### src/rtl/seq_bin2bcd_ctrl.sv
// seq_bin2bcd_ctrl: multi-cycle binary-to-BCD converter using shift-and-add-3.
// Each input bit takes one ADJUST cycle and one SHIFT cycle. The result and
// the overflow flag are registered and appear together with a one-cycle done
// pulse. Inputs larger than 10^DIGITS-1 skip the datapath and report all ones
// with err set.
module seq_bin2bcd_ctrl #(
  parameter int WIDTH  = 8,
  parameter int DIGITS = 3
) (
  input  logic                  clk,
  input  logic                  rst,
  input  logic                  start,
  input  logic [WIDTH-1:0]      binary,
  output logic [4*DIGITS-1:0]   bcd,
  output logic                  done,
  output logic                  busy,
  output logic                  err
);

  // Scratch register: BCD digits on top, binary operand underneath.
  localparam int SW = 4 * DIGITS + WIDTH;
  // The bit counter must be able to hold WIDTH itself.
  localparam int CW = $clog2(WIDTH + 1);

  // Largest value representable in DIGITS decimal digits. Evaluated at
  // elaboration; 64 bits covers DIGITS up to 10.
  function automatic logic [63:0] max_value(input int n);
    logic [63:0] p;
    p = 64'd1;
    for (int i = 0; i < n; i++) begin
      p = p * 64'd10;
    end
    return p - 64'd1;
  endfunction

  localparam logic [63:0]   MAX_VAL  = max_value(DIGITS);
  localparam logic [CW-1:0] CNT_LOAD = CW'(WIDTH);
  localparam logic [CW-1:0] CNT_ONE  = CW'(1);

  typedef enum logic [1:0] {
    IDLE   = 2'd0,
    ADJUST = 2'd1,
    SHIFT  = 2'd2,
    DONE   = 2'd3
  } state_t;

  state_t              state_q, state_d;
  logic [SW-1:0]       scratch_q, scratch_d;
  logic [SW-1:0]       scratch_adj;
  logic [CW-1:0]       cnt_q, cnt_d;
  logic                ovf_q, ovf_d;
  logic [4*DIGITS-1:0] bcd_q, bcd_d;
  logic                err_q, err_d;
  logic                done_q, done_d;
  logic                busy_q, busy_d;

  // The binary part of the scratch register passes through the adjust step
  // untouched; only the digit nibbles are corrected.
  assign scratch_adj[WIDTH-1:0] = scratch_q[WIDTH-1:0];

  // Every digit that is 5 or more gets +3 so the following shift carries
  // correctly into the next decimal digit. Digits never exceed 9 while the
  // input is in range, so the 4-bit sum never wraps.
  for (genvar gi = 0; gi < DIGITS; gi++) begin : g_adj
    logic [3:0] nib;
    assign nib = scratch_q[WIDTH + 4*gi +: 4];
    assign scratch_adj[WIDTH + 4*gi +: 4] = (nib >= 4'd5) ? (nib + 4'd3) : nib;
  end

  // Next-state and next-output logic for the conversion sequencer.
  always_comb begin
    state_d   = state_q;
    scratch_d = scratch_q;
    cnt_d     = cnt_q;
    ovf_d     = ovf_q;
    bcd_d     = bcd_q;
    err_d     = err_q;
    done_d    = 1'b0;

    case (state_q)
      IDLE: begin
        if (start) begin
          if (64'(binary) > MAX_VAL) begin
            // Overflow: no shifting. The counter is reused to spend one
            // extra cycle in DONE so the error result appears on the edge
            // after the one that latched the request.
            ovf_d   = 1'b1;
            cnt_d   = CNT_ONE;
            state_d = DONE;
          end else begin
            ovf_d     = 1'b0;
            scratch_d = SW'(binary);
            cnt_d     = CNT_LOAD;
            state_d   = ADJUST;
          end
        end
      end

      ADJUST: begin
        scratch_d = scratch_adj;
        state_d   = SHIFT;
      end

      SHIFT: begin
        // Bits leaving the top digit are dropped; that only happens for
        // inputs that were already rejected as overflow.
        scratch_d = {scratch_q[SW-2:0], 1'b0};
        cnt_d     = cnt_q - CNT_ONE;
        if (cnt_q == CNT_ONE) begin
          // Last bit shifted: publish the digits on the edge entering DONE.
          state_d = DONE;
          done_d  = 1'b1;
          bcd_d   = scratch_d[SW-1 -: 4*DIGITS];
          err_d   = 1'b0;
        end else begin
          state_d = ADJUST;
        end
      end

      DONE: begin
        if (ovf_q && (cnt_q != '0)) begin
          // First overflow cycle: publish the error encoding and stay.
          cnt_d  = cnt_q - CNT_ONE;
          done_d = 1'b1;
          bcd_d  = '1;
          err_d  = 1'b1;
        end else begin
          state_d = IDLE;
        end
      end

      default: begin
        state_d = IDLE;
      end
    endcase

    busy_d = (state_d != IDLE);
  end

  // State and output registers; reset aborts any conversion in flight.
  always_ff @(posedge clk or posedge rst) begin
    if (rst) begin
      state_q   <= IDLE;
      scratch_q <= '0;
      cnt_q     <= '0;
      ovf_q     <= 1'b0;
      bcd_q     <= '0;
      err_q     <= 1'b0;
      done_q    <= 1'b0;
      busy_q    <= 1'b0;
    end else begin
      state_q   <= state_d;
      scratch_q <= scratch_d;
      cnt_q     <= cnt_d;
      ovf_q     <= ovf_d;
      bcd_q     <= bcd_d;
      err_q     <= err_d;
      done_q    <= done_d;
      busy_q    <= busy_d;
    end
  end

  assign bcd  = bcd_q;
  assign err  = err_q;
  assign done = done_q;
  assign busy = busy_q;

endmodule
### config.mk
export PLATFORM = sky130hd
export DESIGN_NAME = seq_bin2bcd_ctrl
export DESIGN_NICKNAME = d
export VERILOG_FILES = /design/src/rtl/seq_bin2bcd_ctrl.sv
export SDC_FILE = /design/constraint.sdc
export NUM_CORES = 1
export LEC_CHECK = 0
export CELL_PAD_IN_SITES_DETAIL_PLACEMENT = 1
export CELL_PAD_IN_SITES_GLOBAL_PLACEMENT = 1
export CORE_MARGIN = 2
export CORE_UTILIZATION = 35
export DETAILED_ROUTE_END_ITERATION = 7
export PLACE_DENSITY = 0.73
export SKIP_LAST_GASP = 1
export SLEW_MARGIN = 20
export SYNTH_ARGS = -nofsm -noshare
export SYNTH_HDL_FRONTEND = slang
export SYNTH_SLANG_ARGS = --single-unit
### constraint.sdc
create_clock -name clk -period 2.9 [get_ports clk]
set_input_delay 0.435 -clock clk [delete_from_list [all_inputs] [get_ports clk]]
set_output_delay 0.435 -clock clk [all_outputs]
set_load 0.01 [all_outputs]
==> metrics.txt <==
Mapped Cells=between 200 and 250; Final Critical Period=slightly above 2 ns; area share of the largest cell type after synthesis=45.9%; most used cells in the layout excluding fill and tap cells=40 x dfrtp_1, 24 x clkdlybuf4s50_1, 19 x a21oi_1; root buf cell=clkbuf_8; CP arrival=2.25 ns; worst setup path startpoint=state_q[0]$_DFF_PP0_; area leader, netlist=dfrtp_1; Setup TNS=0 ns; Area growth, synth to finish=19.7%; Die Area=between 6000 and 7000 sq um; status=completed; Post-synth EDFFs=0; Worst setup EP type=flop; CTS tree=built; GRT Total Usage=13.5%; Clock Tree Buf Depth=2; hold path start=bcd[4]$_DFFE_PP0P_; initial antenna violation count=0; row cnt=28; layout cells sized above 1=roughly 14%; Final Skew=about 0.0094 ns; Worst EP required=3.09 ns; post-cts sizing count=0; CP bufs+invs=1; # port buffers=24; critical path fanouts, max=7; mean post-synth cell area=roughly 10 sq um; largest net degree at the start of global routing=around 40; DR WL/cell=roughly 14 um; unrepaired setup endpoints after global routing=false; worst skew pair latency=0.30 ns; CTS clk-pin slew, worst paths=0.08 ns; max_cap viols=0; drt first pass iters=4; Leak=approximately 1.2 nW; Post-CTS Setup Bufs=0; Highest Clock Rate=~480 MHz; Ys Warns=0; CP startpoint kind=flop; cells along the critical path=inv_1 -> ha_1 -> nor2b_4 -> or2_1 -> a31oi_4 -> mux2_4; Reg area=between 1000 and 1500 sq um; peak supply drop=just over 300 uV; clk sink count=40; first-pass GRT wire length=between 7000 and 8000 um; Pwr Density=between 800 and 900 nW/um^2; flops & latches, synth=40; Starting Density=between 30% and 40%; htree depth=2; Slowest-stage cell, CP=dfrtp_1; vias per cell=~4.9; vias in the first global route=about 1600; relative slew slack=between 50% and 60%; Crit path largest cell delay=0.45 ns; most common cell after layout, fill and taps aside=dfrtp_1; Routed Antenna Nets=0; Post-synth top flop=dfrtp_1; Fin. Hold Viols=0; multi-input logic area=roughly 1100 sq um; fill count=670; sequential-to-total area share from yosys stat=a little under half; diode count=0; num ports=26; Synthesized Nets=approximately 240; WL final=between 4000 and 5000 um; Slew Viols, Final=0; Final Wtd Congestion=0.747; Synth area leaders=dfrtp_1 46%, ha_1 8.0%, mux2_2 5.7%, a21oi_1 4.4%, mux2i_1 3.7%; DRT iter0 DRCs=42; CTS buffer count=5; ys async rst share=100%; post-DP HPWL=3090 um; endpoints failing setup=0; Core Area=around 6000 sq um; DRC violations left=0; Setup CP Type=reg -> reg; FF-to-FF Start=state_q[0]$_DFF_PP0_; DIE HEIGHT=82.9 um; synthesized area=2180 sq um; Worst Hold Class=reg -> reg; hold buffer count at cts=0; pin slew with the least headroom to its limit=between 0.7 and 0.8 ns; DIE WIDTH=between 80 and 90 um; Layout Nets=between 200 and 300; cell family with most CP delay=simple AND/OR/NAND/NOR gates; Tcrit/Tclk final=71.3%; gr ovfl total=0; Yosys cell types=38; via count=approximately 1500; final hold slack=around 0.51 ns
## cell usage after synthesis, drive strengths merged (2+ instances only)
master	n
dfrtp	40
a21oi	19
inv	18
nor2	16
mux2	15
nand2	15
o21ai	15
ha	14
mux2i	8
nor2b	8
buf	7
nand2b	4
nor3	3
xor2	3
a22o	2
a31oi	2
clkbuf	2
nand3b	2
nand4	2
o22ai	2
xnor2	2
## power by group
part | internal (mW) | switching (mW)
combinational | 0.460 | 0.585
sequential | 0.710 | 0.137
clock | 0.256 | 0.200
## registers in the layout (all words and copies together), names as in the netlist
name and flops:
bcd 12, busy 1, cnt_q 4, done 1, scratch_q 20, state_q 2
## worst paths after layout
check / end / slack (ns) / depth (start not counted)
max in group asynchronous: cnt_q[2]$_DFFE_PP0P_ / 1.99 / 3
min: bcd[4]$_DFFE_PP0P_ / 0.51 / 1
max: scratch_q[14]$_DFFE_PP0P_ / 0.83 / 6
min in group asynchronous: scratch_q[3]$_DFFE_PP0P_ / 0.56 / 3
max reg2reg: scratch_q[14]$_DFFE_PP0P_ / 0.83 / 6
min reg2reg: bcd[4]$_DFFE_PP0P_ / 0.51 / 1
## cell type report
class / count / share of cell area (%)
inverter: 18 / 2.59
clock buffer: 6 / 2.78
timing repair buffer: 30 / 10.9
clock inverter: 2 / 1.34
multi-input combinational: 143 / 40.4
tap: 75 / 3.60
sequential: 40 / 38.4
## kinds of logic (layout without fill, tap and decap cells)
kind of cell | Yosys count | count (layout) | synth area share (%)
fa+ha+maj | 14 | 14 | 8.03
buf+inv | 27 | 56 | 5.74
other cells | 1 | 1 | 0.172
mux | 23 | 23 | 11.8
xor+xnor | 5 | 5 | 2.01
compound gates | 46 | 46 | 13.6
flops | 40 | 40 | 45.9
simple gates | 54 | 54 | 12.8
## per-stage QoR
step,power [mW],setup slack (ns),util [%],area (sq um),std cells
2_1_floorplan,1.66,1.00,-,2180,210
3_3_place_gp,1.88,0.727,42.0,2500,306
3_5_place_dp,1.92,0.694,42.0,2500,306
4_1_cts,2.39,0.806,43.8,2610,314
5_1_grt,2.56,0.605,43.8,2610,314
6_report,2.35,0.834,43.8,2610,314
## routing by layer
layer	GRT usage (%)	vias up	routed length [um]
li1	-	767	-
met1	17.1	751	1970
met2	22.3	26	2100
met3	3.28	5	133
met4	5.37	0	82
met5	0	-	0
Power figures use the tool's default switching activity.
